===== src/rtl/conv_pkg.sv =====
// Shared types and default plane geometry for the convolution engine and
// the pooling stage that follows it.
package conv_pkg;

  typedef logic [15:0] data_t;

  typedef enum logic [1:0] {
    Idle = 2'd0,
    Even = 2'd1,
    Odd  = 2'd2
  } pool_phase_t;

  // Plane geometry shared with the convolution engine
  localparam int unsigned CONV_H = 32;
  localparam int unsigned CONV_R = 3;
  localparam int unsigned CONV_W = 32;
  localparam int unsigned CONV_N = 32;

  function automatic int unsigned pool_words(input int unsigned w, input int unsigned n);
    return (w / 2) * (n / 2);
  endfunction

endpackage


===== src/rtl/pool_line_buf.sv =====
// Half-line buffer holding the horizontal pair maxima of the last even line.
// One synchronous write port, one asynchronous read port, storage not reset.
module pool_line_buf #(
  parameter int unsigned DW    = 16,
  parameter int unsigned DEPTH = 16,
  parameter int unsigned ABW   = 4
) (
  input  logic           clk_i,
  input  logic           we_i,
  input  logic [ABW-1:0] waddr_i,
  input  logic [DW-1:0]  wdata_i,
  input  logic [ABW-1:0] raddr_i,
  output logic [DW-1:0]  rdata_o
);

  logic [DW-1:0] mem_q [DEPTH];

  always_ff @(posedge clk_i) begin
    if (we_i) begin
      mem_q[waddr_i] <= wdata_i;
    end
  end

  assign rdata_o = mem_q[raddr_i];

endmodule


===== src/rtl/conv_pool_stage.sv =====
// Streaming 2x2 max-pool stage fed in scan order by the convolution engine.
// Build option: CONV_POOL_RELU_EN clamps negative inputs to zero before pooling.
module conv_pool_stage
  import conv_pkg::*;
#(
  parameter int unsigned DW = 16,
  parameter int unsigned W  = CONV_W,
  parameter int unsigned N  = CONV_N,
  parameter int unsigned AW = 16
) (
  input  logic          clk_i,
  input  logic          rst_i,
  input  logic          start_i,
  input  logic          in_valid_i,
  input  logic [DW-1:0] in_data_i,
  output logic          out_valid_o,
  output logic [DW-1:0] out_data_o,
  output logic [AW-1:0] out_addr_o,
  output logic          busy_o,
  output logic          done_o
);

  localparam int unsigned CW         = (W > 1) ? $clog2(W) : 1;
  localparam int unsigned LW         = (N > 1) ? $clog2(N) : 1;
  localparam int unsigned HALF_W     = W / 2;
  localparam int unsigned LBAW       = (HALF_W > 1) ? $clog2(HALF_W) : 1;
  localparam int unsigned POOL_WORDS = pool_words(W, N);

  if ((W % 2) != 0 || W < 2) begin : g_bad_w
    $error("conv_pool_stage: W must be even and non-zero");
  end
  if ((N % 2) != 0 || N < 2) begin : g_bad_n
    $error("conv_pool_stage: N must be even and non-zero");
  end
  if ((64'd1 << AW) < 64'(POOL_WORDS)) begin : g_bad_aw
    $error("conv_pool_stage: AW too narrow for the pooled plane");
  end

  function automatic logic [DW-1:0] smax(input logic [DW-1:0] a, input logic [DW-1:0] b);
    return ($signed(a) > $signed(b)) ? a : b;
  endfunction

  pool_phase_t   state_q;
  logic [CW-1:0] col_q;
  logic [LW-1:0] line_q;
  logic [DW-1:0] pair_q;
  logic [DW-1:0] x;
  logic [DW-1:0] lb_rdata;
  logic [DW-1:0] pair_max;
  logic [DW-1:0] win_max;
  logic [AW-1:0] addr_d;
  logic          accept;
  logic          col_last;
  logic          line_last;
  logic          lb_we;

`ifdef CONV_POOL_RELU_EN
  assign x = in_data_i[DW-1] ? '0 : in_data_i;
`else
  assign x = in_data_i;
`endif

  // start_i wins over a coincident beat, so such a beat is never accepted
  assign accept    = in_valid_i && !start_i && (state_q != Idle);
  assign col_last  = (col_q == CW'(W - 1));
  assign line_last = (line_q == LW'(N - 1));
  assign pair_max  = smax(pair_q, x);
  assign win_max   = smax(lb_rdata, pair_max);
  assign lb_we     = accept && (state_q == Even) && col_q[0];
  assign addr_d    = AW'(line_q >> 1) * AW'(HALF_W) + AW'(col_q >> 1);
  assign busy_o    = (state_q != Idle);

  pool_line_buf #(
    .DW   (DW),
    .DEPTH(HALF_W),
    .ABW  (LBAW)
  ) u_line_buf (
    .clk_i  (clk_i),
    .we_i   (lb_we),
    .waddr_i(LBAW'(col_q >> 1)),
    .wdata_i(pair_max),
    .raddr_i(LBAW'(col_q >> 1)),
    .rdata_o(lb_rdata)
  );

  always_ff @(posedge clk_i) begin
    if (!rst_i && accept && !col_q[0]) begin
      pair_q <= x;
    end
  end

  always_ff @(posedge clk_i) begin
    if (rst_i) begin
      state_q     <= Idle;
      col_q       <= '0;
      line_q      <= '0;
      out_valid_o <= 1'b0;
      out_data_o  <= '0;
      out_addr_o  <= '0;
      done_o      <= 1'b0;
    end else begin
      out_valid_o <= 1'b0;
      done_o      <= 1'b0;
      if (start_i) begin
        state_q <= Even;
        col_q   <= '0;
        line_q  <= '0;
      end else if (accept) begin
        if (state_q == Odd && col_q[0]) begin
          out_valid_o <= 1'b1;
          out_data_o  <= win_max;
          out_addr_o  <= addr_d;
        end
        if (!col_last) begin
          col_q <= col_q + 1'b1;
        end else begin
          col_q <= '0;
          unique case (state_q)
            Even: begin
              line_q  <= line_q + 1'b1;
              state_q <= Odd;
            end
            Odd: begin
              if (line_last) begin
                line_q  <= '0;
                state_q <= Idle;
                done_o  <= 1'b1;
              end else begin
                line_q  <= line_q + 1'b1;
                state_q <= Even;
              end
            end
            default: state_q <= Idle;
          endcase
        end
      end
    end
  end

  a_valid_idle: assert property (@(posedge clk_i) disable iff (rst_i)
    (out_valid_o && state_q == Idle) |-> done_o);

  a_addr_range: assert property (@(posedge clk_i) disable iff (rst_i)
    out_valid_o |-> (32'(out_addr_o) < POOL_WORDS));

endmodule


===== config.mk =====
export PLATFORM = sky130hd
export DESIGN_NAME = conv_pool_stage
export DESIGN_NICKNAME = d
export VERILOG_FILES = /design/src/rtl/conv_pkg.sv /design/src/rtl/pool_line_buf.sv /design/src/rtl/conv_pool_stage.sv
export SDC_FILE = /design/constraint.sdc
export NUM_CORES = 1
export LEC_CHECK = 0
export CORE_MARGIN = 1
export CORE_UTILIZATION = 44
export CTS_BUF_LIST = sky130_fd_sc_hd__clkbuf_16
export CTS_CLUSTER_SIZE = 10
export DETAILED_ROUTE_END_ITERATION = 8
export MAX_ROUTING_LAYER = met4
export PLACE_DENSITY = 0.6
export RECOVER_POWER = 100
export SKIP_LAST_GASP = 1
export SLEW_MARGIN = 0
export SYNTH_ARGS = -nofsm -noshare
export SYNTH_HDL_FRONTEND = slang
export SYNTH_SLANG_ARGS = --single-unit

===== constraint.sdc =====
create_clock -name clk_i -period 4.7 [get_ports clk_i]
set_input_delay 0.94 -clock clk_i [delete_from_list [all_inputs] [get_ports clk_i]]
set_output_delay 0.94 -clock clk_i [all_outputs]
set_load 0.005 [all_outputs]

==> results of run 1 <==
-- sequential cells by signal, summed over array words and instances (netlist names), named ones only --
name and count:
u_line_buf.mem_q 256, out_data_o 16, pair_q 16, out_addr_o 8, col_q 5, line_q 5, state_q 2, done_o 1
out_valid_o 1
-- per-layer routing --
metal  part of all wire  GRT usage  routed length, um
met5                  0          -                  0
met4              0.017    0.05007                510
met3              0.061    0.03311               1787
met2               0.48     0.3163              14250
met1               0.44     0.2751              12950
-- synthesized netlist by cell type, types with 2 or more instances --
cell / instances / area (sq um)
edfxtp_1: 272 / 8168
mux4_2: 79 / 1779
dfxtp_1: 42 / 840.8
ha_1: 39 / 488.0
inv_1: 36 / 135.1
a21oi_1: 32 / 160.2
nand2_1: 31 / 116.4
nor2_1: 27 / 101.4
clkbuf_1: 22 / 82.58
mux2i_1: 20 / 200.2
nor3b_1: 17 / 127.6
a31oi_1: 16 / 100.1
o21ai_0: 15 / 75.07
o21ai_1: 10 / 50.05
buf_4: 8 / 60.06
nand3_1: 8 / 40.04
nor3_1: 8 / 40.04
buf_2: 7 / 35.03
nand2b_1: 5 / 31.28
nand4_1: 5 / 31.28
nor2b_1: 5 / 31.28
and3_1: 4 / 25.02
and4_1: 3 / 26.28
buf_1: 3 / 11.26
or3_1: 3 / 18.77
a21bo_2: 2 / 20.02
mux2_2: 2 / 22.52
o211ai_1: 2 / 15.01
-- power by group through the flow --
stage	combinational [W]	clock [W]	sequential, W
after floorplan	0.000113	0	0.00311
after global placement	0.000207	0	0.00311
after detailed placement	0.000219	0	0.00311
after CTS	0.000221	0.00249	0.00305
after global routing	0.000280	0.00260	0.00305
final	0.000257	0.00244	0.00306
-- cells by family (layout without fill, tap and decap cells) --
kind of cell	after synthesis	after routing	share of synthesized area
multiplexers	102	102	0.1561
buffers and inverters	78	214	0.02644
AND/OR/NAND/NOR	121	121	0.04825
AO/OA/AOI/OAI	83	83	0.03638
adder cells (fa/ha/maj)	39	39	0.03764
other	1	8	0.0002892
flip-flops	314	314	0.6948
-- per-stage QoR --
stage	TNS, ps	total power (W)	instance area, sq um
after global routing	-762.0	0.005938	15680
after global placement	-7308	0.003318	14400
after detailed placement	-9260	0.003331	14400
after floorplan	0	0.003224	12990
after CTS	0	0.005767	15430
final	0	0.005751	15680
-- final cells by class --
class,instances,area (sq um),share of cell area
sequential,314,9014,0.5748
clock inverter,16,86.33,0.005505
clock buffer,37,925.9,0.05904
timing repair buffer,124,1067,0.06805
tap,384,480.5,0.03064
inverter,37,138.9,0.008856
multi-input combinational,353,3970,0.2532
-- worst max-delay path, cell delays in order --
cell             delay (ps)
clkdlybuf4s50_1         490
inv_1                    50
ha_1                    260
nand4_1                 130
or4_4                   450
a21oi_2                 130
nor3_2                   60
buf_4                   150
mux2i_4                 220
clkbuf_16               200
mux2i_4                 240
ha_1                    260
and4_1                  220
a2111o_1                420
nor3_2                  250
a21bo_2                 190
nand2_2                  80
buf_6                   170
o21ai_1                 120
-- worst max-delay path by stage --
stage | endpoint | slack [ps] | cells after the start | start
3_3_place_gp | out_data_o[4] | -460 | 20 | in_data_i[6]
3_5_place_dp | out_data_o[5] | -630 | 20 | in_data_i[15]
5_1_grt | out_data_o[3] | -60 | 19 | in_data_i[8]
6_report | out_data_o[8] | 120 | 19 | in_data_i[8]
2_1_floorplan | out_data_o[2] | 4 | 17 | in_data_i[15]
4_1_cts | out_data_o[5] | 7 | 20 | in_data_i[15]
-- timing repair --
| action | CTS | global route |
|---|---|---|
| resized for setup | 2 | 67 |
| pin swaps | 0 | 19 |
| setup buffers | 0 | 3 |
| gates cloned | 0 | 1 |
| endpoints found under the setup margin | 16 | 16 |
| hold buffers | 0 | 0 |
==> results_dict.tcl, run 1 <==
set metrics [dict create \
    portBuffers 46 \
    ys.flop_type "edfxtp_1" \
    boundaryPins 55 \
    wl_um 29500 \
    instances_no_fill 1265 \
    drt_pass1_iterations 4 \
    syn_area_per_cell_sq_um 17.57 \
    p_clk_frac 0.424 \
    cts_htree_levels 2 \
    synth.yosys.seq_area_share 0.6948 \
    worstPathMaxFanout 8 \
    grt_max_degree 31 \
    num_vias 7173 \
    reg2reg_depth 17 \
    slew_violations 67 \
    cts_root_buf "clkbuf_16" \
    wl_per_cell_um 23.32 \
    coreArea_sq_mm 0.02886 \
    holdPathEnd "out_addr_o[3]" \
    overflow 0 \
    setup_viol 0 \
    r2r-start "pair_q[15]" \
    fp.dieH_um 173.7 \
    hold_path.class "reg2reg" \
    layout_min_cycle_time_ps 4582 \
    numCtsBuffers 37 \
    switching_share 0.2043 \
    antenna_found_initial 0 \
    switchingPower_w 0.001175 \
    yosysUniqueCellTypes 43 \
    min_period_over_period 0.9749 \
    ant_nets 0 \
    drt_iter0_markers 625 \
    share_comb_of_total_power 0.045 \
    final_common_cell "edfxtp_1" \
    hold_violations 0 \
    gp_congestion 0.8736 \
    violations "max-capacitance violations, max-slew violations" \
    yosysWarnings 0 \
    ys_ff_latch 314 \
    final_cell_mix "edfxtp_1 (272), mux4_2 (79), inv_1 (44), dfxtp_1 (40)" \
    internal_power_w 0.004576 \
    power_frac_seq 0.531 \
    fin_skew_ps 22.06 \
    cp-end-kind "flop" \
    clockBufferDepth 3 \
    worstSetupStartpointType "input port" \
    die_x_um 173.7 \
    layout-drive-gt1-share 0.2474 \
    grt_pass1_wl_um 43610 \
    dieArea_sq_mm 0.03016 \
    fin_util 0.5434 \
    fillCellCount 2267 \
    hold_slack_ps 457.6 \
    syn-cell-area_sq_mm 0.01296 \
    drc_errors 0 \
    cp.required_ps 5140 \
    async_reset_ff_frac 0 \
    hp-start "out_addr_o[3]" \
    antenna_cells 0 \
    layout_setup_ws_ps 117.8 \
    irDropWorstVdd_v 0.0002526 \
    r2r_end "out_data_o[8]" \
    whs_path_depth 2 \
    cts_tree "built" \
    clk_pin_slew_ps 50 \
    cp.arrival_ps 5030 \
    p_leak_nw 5.297 \
    nets 926 \
    synth_edf_count 272 \
    dp_hpwl_um 18160 \
    rows 62 \
    synthCells 738 \
    r2r_slack_ps 470 \
    grtUsageTotal 0.2011 \
    max_freq_ghz 0.2182 \
    start_util 0.4493 \
    place_ws_ps -627.5 \
    clock_latency_ps 520 \
    maxCapViolations 5 \
    areaGrowthSynthToFinish_pct 20.96 \
    cts_sinks 314 \
    powerDensity_mw_per_mm2 366.7 \
    placed_cells 1208 \
    slew_headroom -0.02591 \
    worstSetupPathType "in2reg" \
    via_per_inst 5.670 \
    status "finished, violations left" \
    worst_pin_slew_ps 1539 \
    grt_pass1_vias 7155 \
]
Power figures use the tool's default switching activity.
==> run 2, diff against run 1 <==
--- a/config.mk
+++ b/config.mk
@@ -10,9 +10,11 @@
 export CTS_BUF_LIST = sky130_fd_sc_hd__clkbuf_16
 export CTS_CLUSTER_SIZE = 10
 export DETAILED_ROUTE_END_ITERATION = 8
+export HOLD_SLACK_MARGIN = 0.06
 export MAX_ROUTING_LAYER = met4
 export PLACE_DENSITY = 0.6
 export RECOVER_POWER = 100
+export SKIP_CTS_REPAIR_TIMING = 1
 export SKIP_LAST_GASP = 1
 export SLEW_MARGIN = 0
 export SYNTH_ARGS = -nofsm -noshare
==> results_dict.tcl, run 2 (synthesis gave the netlist of run 1 again) <==
set metrics [dict create \
    status "finished, violations left" \
    violations "max-capacitance violations, max-slew violations" \
    drc_errors 0 \
    largest_reg_flops 256 \
    hold_slack_ps 457.6 \
    place_area_sq_mm 0.01440 \
    start_util 0.4493 \
    rows 62 \
    grtUsageTotal 0.2011 \
    boundaryPins 55 \
    ant_nets 0 \
    cts_tree "built" \
    switchingPower_w 0.001174 \
    portBuffers 46 \
    switching_share 0.2042 \
    wl_per_cell_um 23.19 \
    finalInstanceArea_sq_mm 0.01567 \
    max_freq_ghz 0.2177 \
    grt_max_degree 31 \
    share_comb_of_total_power 0.044 \
    fillCellCount 2265 \
    cts_sinks 314 \
    crit_chain "clkdlybuf4s50_1 > inv_1 > ha_1 > nand4_1 > or4_4 > a21oi_2 > nor3_2 > buf_4 > mux2i_4 > clkbuf_16 > mux2i_4 > ha_1 > and4_1 > a2111o_1 > nor3_2 > a21bo_2 > o31a_1 > a21bo_2" \
    powerDensity_mw_per_mm2 366.9 \
    num_vias 7164 \
    instances_no_fill 1265 \
    setup_viol 0 \
    cp_slowest_cell "clkdlybuf4s50_1" \
    clockBufferDepth 3 \
    hold_violations 0 \
    regArea_sq_mm 0.009014 \
    layout-drive-gt1-share 0.2452 \
    nets 926 \
    clock_latency_ps 520 \
    worstPathMaxFanout 4 \
    place_ws_ps -627.5 \
    die_x_um 173.7 \
    hold_path.class "reg2reg" \
    power_frac_seq 0.532 \
    wl_um 29340 \
    clk_pin_slew_ps 50 \
    fin_skew_ps 21.14 \
    fp.dieH_um 173.7 \
    drt_pass1_iterations 5 \
    internal_power_w 0.004576 \
    hp-start "out_addr_o[3]" \
    antenna_found_initial 0 \
    layout_setup_ws_ps 106.1 \
    numCtsBuffers 37 \
    maxCapViolations 4 \
    gp_congestion 0.8736 \
    critPathBufInv 4 \
    slew_violations 51 \
    cts_htree_levels 2 \
    placed_cells 1208 \
    slowest_delay_ps 490 \
    antenna_cells 0 \
    cp.required_ps 5110 \
    dp_hpwl_um 18160 \
    worstSetupStartpoint "in_data_i[8]" \
    worstSetupPathType "in2reg" \
    worst_pin_slew_ps 1542 \
    cp.arrival_ps 5000 \
    overflow 0 \
    drt_iter0_markers 630 \
    r2r-start "pair_q[14]" \
    layout_min_cycle_time_ps 4594 \
    fin_util 0.5430 \
    dieArea_sq_mm 0.03016 \
    areaGrowthSynthToFinish_pct 20.86 \
    via_per_inst 5.663 \
    grt_pass1_wl_um 43590 \
    min_period_over_period 0.9774 \
    multi_input_area_sq_mm 0.003958 \
    p_clk_frac 0.424 \
    coreArea_sq_mm 0.02886 \
    worstSetupStartpointType "input port" \
    irDropWorstVdd_v 0.0002523 \
    cts_root_buf "clkbuf_16" \
    grt_pass1_vias 7155 \
    largestRegisters "u_line_buf.mem_q: 256 flops, out_data_o: 16 flops, pair_q: 16 flops" \
    slew_headroom -0.02772 \
    crit_family "simple AND/OR/NAND/NOR gates" \
    cp-end-kind "flop" \
    final_cell_mix "edfxtp_1 (272), mux4_2 (79), inv_1 (45), dfxtp_1 (40)" \
    p_leak_nw 5.298 \
    top_register "u_line_buf.mem_q" \
    final_common_cell "edfxtp_1" \
]
run 2: cell types whose count changed in the layout (fill, tap and decap cells not counted):
| cell | change |
|---|---|
| inv_2 | -1 |
| ha_4 | -1 |
| inv_1 | +1 |
| ha_1 | +1 |
run 2: power groups by stage:
stage / registers [W] / logic (W) / clock network, W
2_1_floorplan: 0.00311 / 0.000113 / 0
3_3_place_gp: 0.00311 / 0.000207 / 0
3_5_place_dp: 0.00311 / 0.000219 / 0
4_1_cts: 0.00305 / 0.000219 / 0.00249
5_1_grt: 0.00305 / 0.000278 / 0.00260
6_report: 0.00306 / 0.000256 / 0.00244
run 2: worst paths after layout:
path	cells after the start	slack, ps	end
worst max-delay path	18	110	out_data_o[0]
worst min-delay path	2	460	out_addr_o[3]
worst max register to register	16	470	out_data_o[0]
worst min register to register	2	460	out_addr_o[3]
run 2: layout make-up:
cell class	instances	area share
timing repair buffer	124	0.06811
clock inverter	16	0.005509
clock buffer	37	0.05909
tap	384	0.03066
inverter	37	0.008863
multi-input combinational	353	0.2526
sequential	314	0.5752
run 2: per-stage QoR:
stage,total power [W],setup TNS (ps)
2_1_floorplan,0.003224,0
3_3_place_gp,0.003318,-7308
3_5_place_dp,0.003331,-9260
4_1_cts,0.005765,-1094
5_1_grt,0.005937,-833.9
6_report,0.005750,0
run 2: metal layers:
metal,vias to the layer above,GRT usage,share of wire,wire length [um]
met3,45,0.03311,0.059,1744
met2,244,0.3163,0.48,14160
li1,3164,-,-,-
met1,3711,0.2749,0.44,12920
met4,0,0.05007,0.017,512
met5,-,-,0,0
run 2: tightest hold or removal path, delay by kind of cell, from the launching register on:
| kind | cells | cell delay [ps] |
|---|---|---|
| AOI/OAI and AO/OA | 1 | 50 |
| and+or+nand+nor | 1 | 50 |
| DFF | 1 | 310 |
==> run 3, diff against run 2 <==
--- a/config.mk
+++ b/config.mk
@@ -8,6 +8,7 @@
 export CORE_MARGIN = 1
 export CORE_UTILIZATION = 44
 export CTS_BUF_LIST = sky130_fd_sc_hd__clkbuf_16
+export CTS_CLUSTER_DIAMETER = 80
 export CTS_CLUSTER_SIZE = 10
 export DETAILED_ROUTE_END_ITERATION = 8
 export HOLD_SLACK_MARGIN = 0.06
==> results_dict.tcl, run 3 (synthesis gave the netlist of run 1 again) <==
set metrics [dict create \
    status "finished, violations left" \
    violations "max-capacitance violations, max-slew violations" \
    cp.required_ps 5110 \
    placed_cells 1208 \
    gp_congestion 0.8736 \
    setup_viol 0 \
    cp-end-kind "flop" \
    gr-usage-met1 0.2738 \
    hold_slack_ps 457.8 \
    switchingPower_w 0.001173 \
    crit_chain "clkdlybuf4s50_1 > inv_1 > ha_1 > nand2_1 > or4_4 > a21oi_2 > nor3_2 > buf_4 > mux2i_4 > buf_12 > mux2i_1 > ha_1 > a21oi_2 > o21ai_1 > a2111o_1 > nor3_2 > a21bo_2 > o31a_1 > a21bo_2" \
    numCtsBuffers 37 \
    coreArea_sq_mm 0.02886 \
    share_comb_of_total_power 0.043 \
    grt_pass1_vias 7208 \
    dp_hpwl_um 18160 \
    slowest_delay_ps 480 \
    fp.dieH_um 173.7 \
    wl_per_cell_um 23.31 \
    cp_slowest_cell "clkdlybuf4s50_1" \
    largest_reg_flops 256 \
    irDropWorstVdd_v 0.0002255 \
    fin_skew_ps 12.70 \
    multi_input_area_sq_mm 0.003954 \
    p_clk_frac 0.428 \
    min_period_over_period 0.9762 \
    portBuffers 46 \
    powerDensity_mw_per_mm2 369.1 \
    cts_htree_levels 2 \
    switching_share 0.2032 \
    boundaryPins 55 \
    fillCellCount 2278 \
    drc_errors 0 \
    internal_power_w 0.004600 \
    worstSetupStartpointType "input port" \
    cts_root_buf "clkbuf_16" \
    drt_iter0_markers 675 \
    cts_sinks 314 \
    layout_min_cycle_time_ps 4588 \
    hold_path.class "reg2reg" \
    antenna_found_initial 0 \
    power_frac_seq 0.530 \
    antenna_cells 0 \
    top_register "u_line_buf.mem_q" \
    worst_pin_slew_ps 1572 \
    rows 62 \
    final_cell_mix "edfxtp_1 (272), mux4_2 (79), inv_1 (44), clkbuf_1 (42), dfxtp_1 (40)" \
    overflow 0 \
    nets 926 \
    dieArea_sq_mm 0.03016 \
    largestRegisters "u_line_buf.mem_q: 256 flops, out_data_o: 16 flops, pair_q: 16 flops" \
    p_leak_nw 5.281 \
    met3_usage 0.03246 \
    clock_latency_ps 520 \
    final_common_cell "edfxtp_1" \
    die_x_um 173.7 \
    clockBufferDepth 3 \
    areaGrowthSynthToFinish_pct 20.64 \
    worstSetupPathType "in2reg" \
    r2r_slack_ps 420 \
    layout-drive-gt1-share 0.2309 \
    drt_pass1_iterations 5 \
    hold_violations 0 \
    cts_tree "built" \
    maxCapViolations 6 \
    top_usage_layer "met2" \
    slew_headroom -0.04799 \
    grt_max_degree 31 \
    num_vias 7158 \
    grtUsageTotal 0.2012 \
    regArea_sq_mm 0.009014 \
    worstPathMaxFanout 5 \
    instances_no_fill 1263 \
    wl_um 29440 \
    ant_nets 0 \
    tns_ps 0 \
    start_util 0.4493 \
    cp.arrival_ps 5000 \
    clk_pin_slew_ps 60 \
    slew_violations 51 \
    grt_pass1_wl_um 43740 \
    use_met2 0.3183 \
    max_freq_ghz 0.2180 \
    via_per_inst 5.667 \
    fin_util 0.5420 \
]
## run 3: cell types whose count changed in the layout (fill, tap and decap cells not counted), moves of 2 or more
cell,previous run,this run
buf_4,38,21
clkbuf_1,29,42
clkbuf_4,0,4
clkinv_1,3,1
inv_6,2,0
mux2i_1,7,9
## run 3: final timing paths
kind | start | endpoint | cells after the start
setup / recovery | in_data_i[4] | out_data_o[0] | 19
hold / removal | out_addr_o[3] | out_addr_o[3] | 2
setup reg to reg | pair_q[14] | out_data_o[0] | 17
hold reg to reg | out_addr_o[3] | out_addr_o[3] | 2
## run 3: worst max-delay path, delay by kind of cell
family,cells,cell delay (ps)
multiplexers,2,500
adder cells (fa/ha/maj),2,570
buffers and inverters,4,850
AO/OA/AOI/OAI,7,1300
AND/OR/NAND/NOR,4,850
## run 3: power groups by stage
stage | combinational (W) | clock (W) | sequential [W]
finish | 0.000247 | 0.00247 | 0.00306
global route | 0.000269 | 0.00263 | 0.00305
CTS | 0.000220 | 0.00253 | 0.00305
detailed placement | 0.000219 | 0 | 0.00311
global placement | 0.000207 | 0 | 0.00311
floorplan | 0.000113 | 0 | 0.00311
## run 3: layer usage
metal / wire length (um) / share of wire
met5: 0 / 0
met4: 510 / 0.017
met3: 1505 / 0.051
met2: 14360 / 0.49
met1: 13070 / 0.44
## run 3: layout make-up
class / instances / share of cell area
sequential: 314 / 0.5763
timing repair buffer: 124 / 0.06527
multi-input combinational: 353 / 0.2528
clock buffer: 38 / 0.06079
clock inverter: 13 / 0.005280
tap: 384 / 0.03072
inverter: 37 / 0.008879
## run 3: per-stage QoR
stage          area (sq um)  setup slack (ps)  total power [W]
2_1_floorplan         12990             3.993         0.003224
3_3_place_gp          14400            -464.9         0.003318
3_5_place_dp          14400            -627.5         0.003331
4_1_cts               15430            -116.2         0.005800
5_1_grt               15640            -26.79         0.005955
6_report              15640             111.9         0.005773
